<file path="config.mk">
export PLATFORM = sky130hd
export DESIGN_NAME = row_recursion_ctrl
export DESIGN_NICKNAME = d
export VERILOG_FILES = /design/src/rtl/row_recursion_pkg.sv /design/src/rtl/row_recursion_delay.sv /design/src/rtl/row_recursion_ctrl.sv
export SDC_FILE = /design/constraint.sdc
export NUM_CORES = 1
export LEC_CHECK = 0
export ABC_AREA = 1
export CAP_MARGIN = 25
export CORE_MARGIN = 1.5
export CORE_UTILIZATION = 55
export DETAILED_ROUTE_END_ITERATION = 8
export PLACE_DENSITY_LB_ADDON = 0.12
export SLEW_MARGIN = 30
export SYNTH_ARGS = -nofsm -noshare
export SYNTH_HDL_FRONTEND = slang
export SYNTH_SLANG_ARGS = --single-unit
</file>
<file path="constraint.sdc">
create_clock -name aclk -period 2.6 [get_ports aclk]
set_clock_uncertainty 0.05 [all_clocks]
set_input_delay 0.52 -clock aclk [delete_from_list [all_inputs] [get_ports aclk]]
set_output_delay 0.52 -clock aclk [all_outputs]
set_load 0.02 [all_outputs]
</file>
<file path="src/rtl/row_recursion_pkg.sv">
// ============================================================================
//  Module      : row_recursion_pkg
//  Description : Shared types and width helpers for the row recursion sequencer.
//  Revision    : 1.0
// ============================================================================
`default_nettype none

package row_recursion_pkg;

    typedef enum logic [1:0] {
        IDLE  = 2'd0,
        ISSUE = 2'd1,
        DRAIN = 2'd2,
        DONE  = 2'd3
    } fsm_state_e;

    localparam logic DIR_FWD = 1'b0;
    localparam logic DIR_BWD = 1'b1;

    // Width helpers kept >= 1 so degenerate parameters still elaborate.
    function automatic int addr_w(input int depth);
        return (depth > 1) ? $clog2(depth) : 1;
    endfunction

    function automatic int state_w(input int num_states);
        return (num_states > 1) ? $clog2(num_states) : 1;
    endfunction

endpackage

`default_nettype wire

</file>
<file path="src/rtl/row_recursion_delay.sv">
// ============================================================================
//  Module      : row_recursion_delay
//  Description : LATENCY-deep valid+address shift register, synchronous reset.
//  Revision    : 1.0
// ============================================================================
`default_nettype none

module row_recursion_delay #(
    parameter int ADDR_W  = 12,
    parameter int LATENCY = 1
) (
    input  logic              clk,
    input  logic              rst,
    input  logic              i_valid,
    input  logic [ADDR_W-1:0] i_addr,
    output logic              o_valid,
    output logic [ADDR_W-1:0] o_addr
);

    generate
        if (LATENCY == 0) begin : g_bypass
            assign o_valid = i_valid;
            assign o_addr  = i_addr;
        end else begin : g_pipe
            logic              r_valid_q [LATENCY];
            logic              r_valid_d [LATENCY];
            logic [ADDR_W-1:0] r_addr_q  [LATENCY];
            logic [ADDR_W-1:0] r_addr_d  [LATENCY];

            always_comb begin
                r_valid_d[0] = i_valid;
                r_addr_d[0]  = i_addr;
                for (int i = 1; i < LATENCY; i++) begin
                    r_valid_d[i] = r_valid_q[i-1];
                    r_addr_d[i]  = r_addr_q[i-1];
                end
            end

            always_ff @(posedge clk) begin
                if (rst) begin
                    for (int i = 0; i < LATENCY; i++) begin
                        r_valid_q[i] <= 1'b0;
                        r_addr_q[i]  <= '0;
                    end
                end else begin
                    r_valid_q <= r_valid_d;
                    r_addr_q  <= r_addr_d;
                end
            end

            assign o_valid = r_valid_q[LATENCY-1];
            assign o_addr  = r_addr_q[LATENCY-1];
        end
    endgenerate

endmodule

`default_nettype wire

</file>
<file path="src/rtl/row_recursion_ctrl.sv">
// ============================================================================
//  Module      : row_recursion_ctrl
//  Description : Step sequencer for the SISO row (alpha/beta) recursion.
//                Define ROW_RECURSION_WATCHDOG_EN to add the DRAIN watchdog.
//  Revision    : 1.0
// ============================================================================
`default_nettype none

module row_recursion_ctrl
    import row_recursion_pkg::*;
#(
    parameter int DWIDTH     = 16,
    parameter int DEPTH_RAM  = 3072,
    parameter int NUM_STATES = 8,
    parameter int RD_LATENCY = 1,
    parameter int MAX_STEPS  = DEPTH_RAM / NUM_STATES - 1
) (
    input  logic                          aclk,
    input  logic                          areset,
    input  logic                          i_start,
    input  logic                          i_dir,
    input  logic [$clog2(DEPTH_RAM)-1:0]  i_block_len,
    output logic                          o_rd_en,
    output logic [$clog2(DEPTH_RAM)-1:0]  o_rd_step,
    output logic [$clog2(NUM_STATES)-1:0] o_rd_state,
    output logic                          o_calc_valid,
    output logic [$clog2(DEPTH_RAM)-1:0]  o_calc_addr,
    input  logic                          i_wb_valid,
    output logic                          o_busy,
    output logic                          o_done,
`ifdef ROW_RECURSION_WATCHDOG_EN
    output logic                          o_wd_err,
`endif
    output logic                          o_len_err
);

    localparam int c_addr_w  = addr_w(DEPTH_RAM);
    localparam int c_state_w = state_w(NUM_STATES);

    localparam logic [c_addr_w-1:0]  c_max_steps  = c_addr_w'(MAX_STEPS);
    localparam logic [c_addr_w-1:0]  c_addr_one   = c_addr_w'(1);
    localparam logic [c_state_w-1:0] c_state_one  = c_state_w'(1);
    localparam logic [c_state_w-1:0] c_last_state = c_state_w'(NUM_STATES - 1);
    localparam logic [c_state_w:0]   c_wb_full    = (c_state_w + 1)'(NUM_STATES);

    generate
        if ((NUM_STATES < 2) || ((NUM_STATES & (NUM_STATES - 1)) != 0) || (DWIDTH < 1)) begin : g_param_check
            $error("row_recursion_ctrl: NUM_STATES must be a power of two >= 2 and DWIDTH >= 1");
        end
    endgenerate

    fsm_state_e            r_fsm_q,        r_fsm_d;
    logic                  r_dir_q,        r_dir_d;
    logic [c_addr_w-1:0]   r_len_q,        r_len_d;
    logic [c_addr_w-1:0]   r_step_q,       r_step_d;
    logic [c_state_w-1:0]  r_state_q,      r_state_d;
    logic [c_state_w:0]    r_wb_cnt_q,     r_wb_cnt_d;
    logic [c_addr_w-1:0]   r_steps_done_q, r_steps_done_d;

    logic [c_addr_w-1:0]   w_len_clamped;
    logic [c_state_w:0]    w_wb_next;
    logic                  w_step_done;
    logic                  w_last_step;
    logic [c_addr_w-1:0]   w_row_base;
    logic [c_addr_w-1:0]   w_wr_addr;
    logic                  w_rd_en;
    logic                  w_len_err;

`ifdef ROW_RECURSION_WATCHDOG_EN
    localparam logic [15:0] c_wd_limit = 16'd63;
    logic [15:0]           r_wd_cnt_q,     r_wd_cnt_d;
    logic                  w_wd_err;
`endif

    assign w_len_clamped = (i_block_len > c_max_steps) ? c_max_steps : i_block_len;
    assign w_wb_next     = r_wb_cnt_q + {{c_state_w{1'b0}}, i_wb_valid};
    assign w_step_done   = (r_fsm_q == DRAIN) && (w_wb_next == c_wb_full);
    assign w_last_step   = ((r_steps_done_q + c_addr_one) == r_len_q);
    assign w_rd_en       = (r_fsm_q == ISSUE);

    // Destination row is the neighbouring step; NUM_STATES is a power of two,
    // so the row offset is a shift and the state fills the low bits.
    assign w_row_base = (r_dir_q == DIR_FWD) ? (r_step_q + c_addr_one) : (r_step_q - c_addr_one);
    assign w_wr_addr  = (w_row_base << c_state_w) | {{(c_addr_w - c_state_w){1'b0}}, r_state_q};

    always_comb begin
        r_fsm_d        = r_fsm_q;
        r_dir_d        = r_dir_q;
        r_len_d        = r_len_q;
        r_step_d       = r_step_q;
        r_state_d      = r_state_q;
        r_wb_cnt_d     = r_wb_cnt_q;
        r_steps_done_d = r_steps_done_q;
        w_len_err      = 1'b0;
`ifdef ROW_RECURSION_WATCHDOG_EN
        r_wd_cnt_d     = 16'd0;
        w_wd_err       = 1'b0;
`endif

        // Write-backs may overlap the tail of ISSUE when the pipe is short.
        if (((r_fsm_q == ISSUE) || (r_fsm_q == DRAIN)) && i_wb_valid) begin
            r_wb_cnt_d = w_wb_next;
        end

        case (r_fsm_q)
            IDLE: begin
                if (i_start) begin
                    r_dir_d        = i_dir;
                    r_len_d        = w_len_clamped;
                    w_len_err      = (i_block_len > c_max_steps);
                    r_step_d       = (i_dir == DIR_BWD) ? w_len_clamped : '0;
                    r_state_d      = '0;
                    r_wb_cnt_d     = '0;
                    r_steps_done_d = '0;
                    r_fsm_d        = (w_len_clamped == '0) ? DONE : ISSUE;
                end
            end
            ISSUE: begin
                r_state_d = r_state_q + c_state_one;
                if (r_state_q == c_last_state) begin
                    r_fsm_d = DRAIN;
                end
            end
            DRAIN: begin
                if (w_step_done) begin
                    r_wb_cnt_d     = '0;
                    r_step_d       = (r_dir_q == DIR_FWD) ? (r_step_q + c_addr_one) : (r_step_q - c_addr_one);
                    r_steps_done_d = r_steps_done_q + c_addr_one;
                    r_fsm_d        = w_last_step ? DONE : ISSUE;
                end
`ifdef ROW_RECURSION_WATCHDOG_EN
                else if (r_wd_cnt_q == c_wd_limit) begin
                    w_wd_err = 1'b1;
                    r_fsm_d  = DONE;
                end else begin
                    r_wd_cnt_d = r_wd_cnt_q + 16'd1;
                end
`endif
            end
            DONE: begin
                r_fsm_d = IDLE;
            end
            default: begin
                r_fsm_d = IDLE;
            end
        endcase
    end

    always_ff @(posedge aclk) begin
        if (areset) begin
            r_fsm_q        <= IDLE;
            r_dir_q        <= DIR_FWD;
            r_len_q        <= '0;
            r_step_q       <= '0;
            r_state_q      <= '0;
            r_wb_cnt_q     <= '0;
            r_steps_done_q <= '0;
        end else begin
            r_fsm_q        <= r_fsm_d;
            r_dir_q        <= r_dir_d;
            r_len_q        <= r_len_d;
            r_step_q       <= r_step_d;
            r_state_q      <= r_state_d;
            r_wb_cnt_q     <= r_wb_cnt_d;
            r_steps_done_q <= r_steps_done_d;
        end
    end

`ifdef ROW_RECURSION_WATCHDOG_EN
    always_ff @(posedge aclk) begin
        if (areset) begin
            r_wd_cnt_q <= 16'd0;
        end else begin
            r_wd_cnt_q <= r_wd_cnt_d;
        end
    end

    assign o_wd_err = w_wd_err;
`endif

    row_recursion_delay #(
        .ADDR_W  (c_addr_w),
        .LATENCY (RD_LATENCY)
    ) u_delay (
        .clk     (aclk),
        .rst     (areset),
        .i_valid (w_rd_en),
        .i_addr  (w_wr_addr),
        .o_valid (o_calc_valid),
        .o_addr  (o_calc_addr)
    );

    assign o_rd_en    = w_rd_en;
    assign o_rd_step  = w_rd_en ? r_step_q  : '0;
    assign o_rd_state = w_rd_en ? r_state_q : '0;
    assign o_busy     = (r_fsm_q == ISSUE) || (r_fsm_q == DRAIN);
    assign o_done     = (r_fsm_q == DONE);
    assign o_len_err  = w_len_err;

endmodule

`default_nettype wire

</file>
=== Word level (Yosys, flattened, before mapping) ===
Index checks and enable logic that the tools add are counted.
Widths: inputs -> output; s select.

* Output and inout bits: 32
* Latch bits: 0
* ROM bits: 0
* Memories: 0
* Memory bits (writable): 0
* Register bits: 59
* Word-level logic and storage cells: 61

* Shifts and indexed selects: 0
* $mul: 0
* Bitwise operators: 1
* Mux-type cells: 25
* Reduce and logical (&&, ||, !) cells: 11
* Divide/modulo/power cells: 0
* Magnitude comparators: 1
* Add/subtract/negate cells: 5
* Eq/ne operators: 9

{| class="wikitable"
|+ Operator list
! cell !! count
|-
| $mux 12 || 8
|-
| $pmux 12 s2 || 2
|-
| $add 12x1->12 const B || 2
|-
| $eq 12x12->1 || 1
|-
| $gt 12x9->1 const B || 1
|-
| $logic_not 12->1 || 1
|-
| $mux 4 || 3
|-
| $or 12x3->12 || 1
|-
| $sub 12x1->12 const B || 1
|-
| $mux 2 || 5
|-
| $pmux 2 s4 || 1
|-
| $pmux 4 s2 || 1
|-
| $mux 3 || 2
|-
| $ne 2x2->1 const B || 3
|-
| $pmux 3 s2 || 1
|-
| $reduce_and 3->1 || 2
|-
| $add 4x1->4 || 1
|-
| $eq 2x2->1 const B || 2
|-
| $eq 4x4->1 const B || 1
|-
| $reduce_and 2->1 || 2
|-
| $reduce_bool 2->1 || 2
|-
| $add 3x1->3 const B || 1
|-
| $eq 3x3->1 const B || 1
|-
| $eq 2x1->1 const B || 1
|-
| 4 further kinds || 6
|}

=== Longest topological paths before layout ===
* Depth in word-level cells: 6
* Depth in mapped cells: 12
* Depth with buffers taken out: 12

=== Hierarchy ===
Synthesis repeated with hierarchy kept, for this count alone.

* Cells, all modules: 521
* Area, all modules: 3589.7 um2

{| class="wikitable"
|+ Modules (own cells, without submodules)
! module !! area an instance (um2) !! cells each !! seq. area each (um2) !! times used
|-
| row_recursion_ctrl || 3220.6 || 481 || 920.9 || 1
|-
| row_recursion_delay || 369.1 || 40 || 260.2 || 1
|}

=== Least setup slack after synthesis ===
No wires, ideal clock.

* Path kind: register to register
* From: register r_dir_q
* To: register r_step_q[8]
* Library setup time: 0.117 ns
* Cell stages (with the launch flop): 12
* Arrival: 1.845 ns
* Period minus slack after synthesis: 2.012 ns
* Slack: 0.588 ns
* Cell sequence: dfxtp_1 > inv_1 > fa_1 > inv_1 > nand3_1 > nand2_1 > nand3_1 > nand3_1 > xor2_1 > nor2_1 > nor2_1 > nor2_1

* Longest elaborated chain between the ends: 3

{| class="wikitable"
|+ RTL lines
! item !! line !! RTL
|-
| start, declared || row_recursion_ctrl.sv:53 || <nowiki>logic r_dir_q, r_dir_d;</nowiki>
|-
| start signal, assigned || row_recursion_ctrl.sv:160 || <nowiki>r_dir_q <= r_dir_d;</nowiki>
|-
| $mux 12 || row_recursion_ctrl.sv:127 || <nowiki>r_step_d = (r_dir_q == DIR_FWD) ? (r_step_q + c_addr_one) : (r_step_q - c_addr_one);</nowiki>
|-
| $mux 12 || row_recursion_ctrl.sv:125 || <nowiki>if (w_step_done) begin</nowiki>
|-
| $pmux 12 s2 || row_recursion_ctrl.sv:105 || <nowiki>case (r_fsm_q)</nowiki>
|-
| end signal, assigned || row_recursion_ctrl.sv:162 || <nowiki>r_step_q <= r_step_d;</nowiki>
|-
| end, declared || row_recursion_ctrl.sv:55 || <nowiki>logic [c_addr_w-1:0] r_step_q, r_step_d;</nowiki>
|}

Every way passes these cells. The select of a mux whose other input is x is not followed.
A chain may end at the register's enable or synchronous reset.

=== Worst setup path in the final report ===
* From: register r_fsm_q[1]
* To: output port o_rd_step[8]

* Longest elaborated chain between the ends: 2

{| class="wikitable"
|+ RTL lines
! item !! line !! RTL
|-
| start, declared || row_recursion_ctrl.sv:52 || <nowiki>fsm_state_e r_fsm_q, r_fsm_d;</nowiki>
|-
| start signal, assigned || row_recursion_ctrl.sv:159 || <nowiki>r_fsm_q <= r_fsm_d;</nowiki>
|-
| $eq 2x1->1 || row_recursion_ctrl.sv:79 || <nowiki>assign w_rd_en = (r_fsm_q == ISSUE);</nowiki>
|-
| $mux 12 || row_recursion_ctrl.sv:194 || <nowiki>assign o_rd_step = w_rd_en ? r_step_q : '0;</nowiki>
|-
| end, declared || row_recursion_ctrl.sv:24 || <nowiki>output logic [$clog2(DEPTH_RAM)-1:0] o_rd_step,</nowiki>
|}

Every way passes these cells.

==> flow_metrics.tcl <==
set metrics [dict create \
    crit_path_max_incr_delay_ns 0.61 \
    path_cells "inv_1 -> ha_1 -> buf_4 -> nand2_1 -> inv_1 -> clkdlybuf4s50_1" \
    clk_pin_slew_worst_paths_ns 0.07 \
    fin_nets 597 \
    rsz0062_at_grt "no" \
    post-route-period-util_pct 95.5 \
    path_delay_family "buffers and inverters" \
    arrival_ns 1.91 \
    dp_slack_ns -0.0283 \
    p_per_area_mw_per_mm2 921 \
    die_w_um 81.9 \
    rrSetupSlack_ns 0.42 \
    cts_root_buffer "clkbuf_8" \
    wire_per_inst_um 13.7 \
    tns_ns 0 \
    overflow 0 \
    num_rows 28 \
    clock-sinks 59 \
    drv_cap 0 \
    first_pass_iters 4 \
    clk_latency_ns 0.34 \
    whs_ns 0.408 \
    antenna_cells 0 \
    critPathBufInv 4 \
    ys_warn_count 0 \
    drc 0 \
    vias_per_cell 5.37 \
    r2r_start "r_fsm_q[0]$_SDFFE_PP0P_" \
    min_path_type "reg2reg" \
    die-area_mm2 0.00671 \
    ys_seq_area_share_pct 34.5 \
    internal_power_mw 2.30 \
    power.switching_mw 1.60 \
    track_usage_pct 27.4 \
    htree_levels 3 \
    grt_pass1_wl_mm 13.8 \
    avgSynthCellArea_um2 6.84 \
    timing.rr.end "r_step_q[5]$_SDFFE_PP0P_" \
    status "completed" \
    post_synth_inst_count 501 \
    numCtsBuffers 9 \
    drv_slew 0 \
    ys_seq_elements 59 \
    drt_iter0_markers 180 \
    die_h_um 81.9 \
    post_dp_cell_area_mm2 0.00403 \
    setup_slack_ns 0.117 \
    initial_core_util_pct 57.5 \
    min_period_ns 2.48 \
    async_reset_ff_share_pct 0 \
    comb_power_share_pct 46.0 \
    cts_buffer_depth 2 \
    grt_max_degree 24 \
    final_antenna_net_count 0 \
    timing.fmax_mhz 403 \
    hpwl_mm 6.47 \
    ir_drop_mv 0.784 \
    synth_ff_type "dfxtp_1" \
    syn-cell-area_mm2 0.00342 \
    hp-start "r_len_q[10]$_SDFFE_PP0P_" \
    numPortBuffers 48 \
    relSlewSlack_pct 68.4 \
    worst-setup-path-type "reg2out" \
    power.total_mw 3.90 \
    worstPathMaxFanout 18 \
    antenna_found_initial 0 \
    crit_top_cell "inv_1" \
    syn2layout_area_growth_pct 23.6 \
    clkPwrFrac_pct 22.1 \
    drive_gt1_share_pct 7.83 \
    leakage_nw 2.00 \
    cts_tree "built" \
    routabilityCongestion 0.902 \
    min_to "r_len_q[10]$_SDFFE_PP0P_" \
    vias 3419 \
    cp.required_ns 2.03 \
    finalSetupViolations 0 \
    reg2regPathDepth 9 \
    end_kind "primary output" \
    fin_area_mm2 0.00423 \
    switching_share_pct 41.1 \
    ios 49 \
    synthDistinctLibCells 36 \
    setup.worst_path.start_class "register" \
    drt_wl_total_mm 8.71 \
    worstMarginPinSlew_ns 0.473 \
    grt_pass1_vias 2974 \
    slowest_stage "clkdlybuf4s50_1" \
    synth_edf_count 0 \
    cts_setup_buffers 0 \
    syn-num-nets 539 \
    core_area_mm2 0.00596 \
    holdPathStages 2 \
    p_seq_share_pct 32.0 \
    final-hold-violation-count 0 \
]
-- cell usage in the layout, fill, tap and decap left out, types with 3 or more instances in the layout --
cell type and count:
o22ai_1 12, nor2_1 46, a32o_1 3, xor2_1 7, clkdlybuf4s50_1 46, nand2_1 115, nor3_1 6, inv_1 81
o21ai_0 23, dfxtp_1 59, ha_1 20, nand3_1 42, nand2_2 6, buf_4 10, a21oi_1 26, clkbuf_8 12
o211ai_1 4, nor2_4 5, nand4_1 7, o21ai_1 5
-- cell usage after synthesis, types with 2 or more instances --
master / number / area, um2
a211oi_1: 2 / 15.0
a21oi_1: 26 / 130
a21oi_2: 2 / 17.5
a32o_1: 3 / 30.0
buf_2: 3 / 15.0
clkbuf_1: 8 / 30.0
dfxtp_1: 59 / 1180
ha_1: 20 / 250
inv_1: 81 / 304
nand2_1: 115 / 432
nand2_2: 6 / 37.5
nand3_1: 42 / 210
nand3b_1: 2 / 15.0
nand4_1: 7 / 43.8
nor2_1: 46 / 173
nor2_4: 5 / 56.3
nor3_1: 6 / 30.0
nor4_1: 2 / 12.5
o211ai_1: 4 / 30.0
o21ai_0: 23 / 115
o21ai_1: 5 / 25.0
o22ai_1: 12 / 75.1
or2_2: 2 / 12.5
xnor2_1: 2 / 17.5
xor2_1: 7 / 61.3
-- worst reg2reg max path, cell delays in order (launching register included) --
cell and delay (ns):
dfxtp_1 0.36, inv_1 0.09, ha_1 0.24, inv_1 0.17, or2_0 0.43, nand3_2 0.16
inv_1 0.23, o21ai_0 0.16, nor2_1 0.14, nor2_1 0.05
-- flip-flops by register name, summed over array words and instances, names as in the netlist --
signal / count
r_len_q: 12
u_delay.o_addr: 12
r_fsm_q: 2
r_steps_done_q: 12
r_state_q: 3
r_dir_q: 1
r_step_q: 12
r_wb_cnt_q: 4
u_delay.o_valid: 1
-- routing by layer --
layer | GRT usage (%) | vias to the layer above | routed length [um]
met5 | 0 | - | 0
met4 | 7.46 | 0 | 96
met3 | 7.22 | 8 | 519
met2 | 44.5 | 108 | 4070
met1 | 35.7 | 1556 | 4030
li1 | - | 1747 | -
-- how the worst max path moves through the flow --
stage                            startpoint                        to  slack (ns)  cells past startpoint
floorplan              r_dir_q$_SDFFE_PP0P_  r_step_q[8]$_SDFFE_PP0P_        0.59                     11
global placement                 i_wb_valid  r_step_q[8]$_SDFFE_PP0P_        0.02                     11
detailed placement               i_wb_valid  r_step_q[5]$_SDFFE_PP0P_       -0.03                     12
CTS                 r_fsm_q[1]$_SDFFE_PP0P_              o_rd_step[8]        0.12                      6
global route        r_fsm_q[1]$_SDFFE_PP0P_              o_rd_step[8]       0.002                      6
finish              r_fsm_q[1]$_SDFFE_PP0P_              o_rd_step[8]        0.12                      6
-- power by group through the flow --
stage / registers (mW) / clock network (mW) / logic (mW)
after floorplan: 1.31 / 0 / 1.11
after global placement: 1.26 / 0 / 1.74
after detailed placement: 1.26 / 0 / 1.77
after CTS: 1.25 / 0.869 / 1.78
after global routing: 1.27 / 0.916 / 1.99
final: 1.25 / 0.861 / 1.79
-- timing repair --
| item | CTS | global route |
|---|---|---|
| gates resized for setup | 0 | 2 |
| hold buffers | 0 | 0 |
| endpoints found under the setup margin | 0 | 2 |
-- area by class of cell --
cell class / instances / area [um2]
flip-flops and latches: 59 / 1180
well taps: 75 / 93.8
fillers: 540 / 1720
inverters: 83 / 312
multi-input cells: 348 / 1890
clock buffers: 12 / 165
repair buffers: 58 / 561
clock inverters: 2 / 35.0
-- per-stage QoR --
stage	util [%]	std cells
floorplan	-	501
global placement	67.6	623
detailed placement	67.6	623
CTS	71.0	637
global route	71.1	637
finish	71.1	637
-- cells by family after synthesis --
logic type / after synthesis / synth area share (%)
muxes: 1 / 0.329
buffers and inverters: 94 / 10.4
AOI/OAI and AO/OA: 81 / 13.7
DFF: 59 / 34.5
xor gates and xnor gates: 9 / 2.30
adders and majority gates: 21 / 7.89
and+or+nand+nor: 236 / 30.8
No activity file was read; power rests on OpenSTA's default activity.
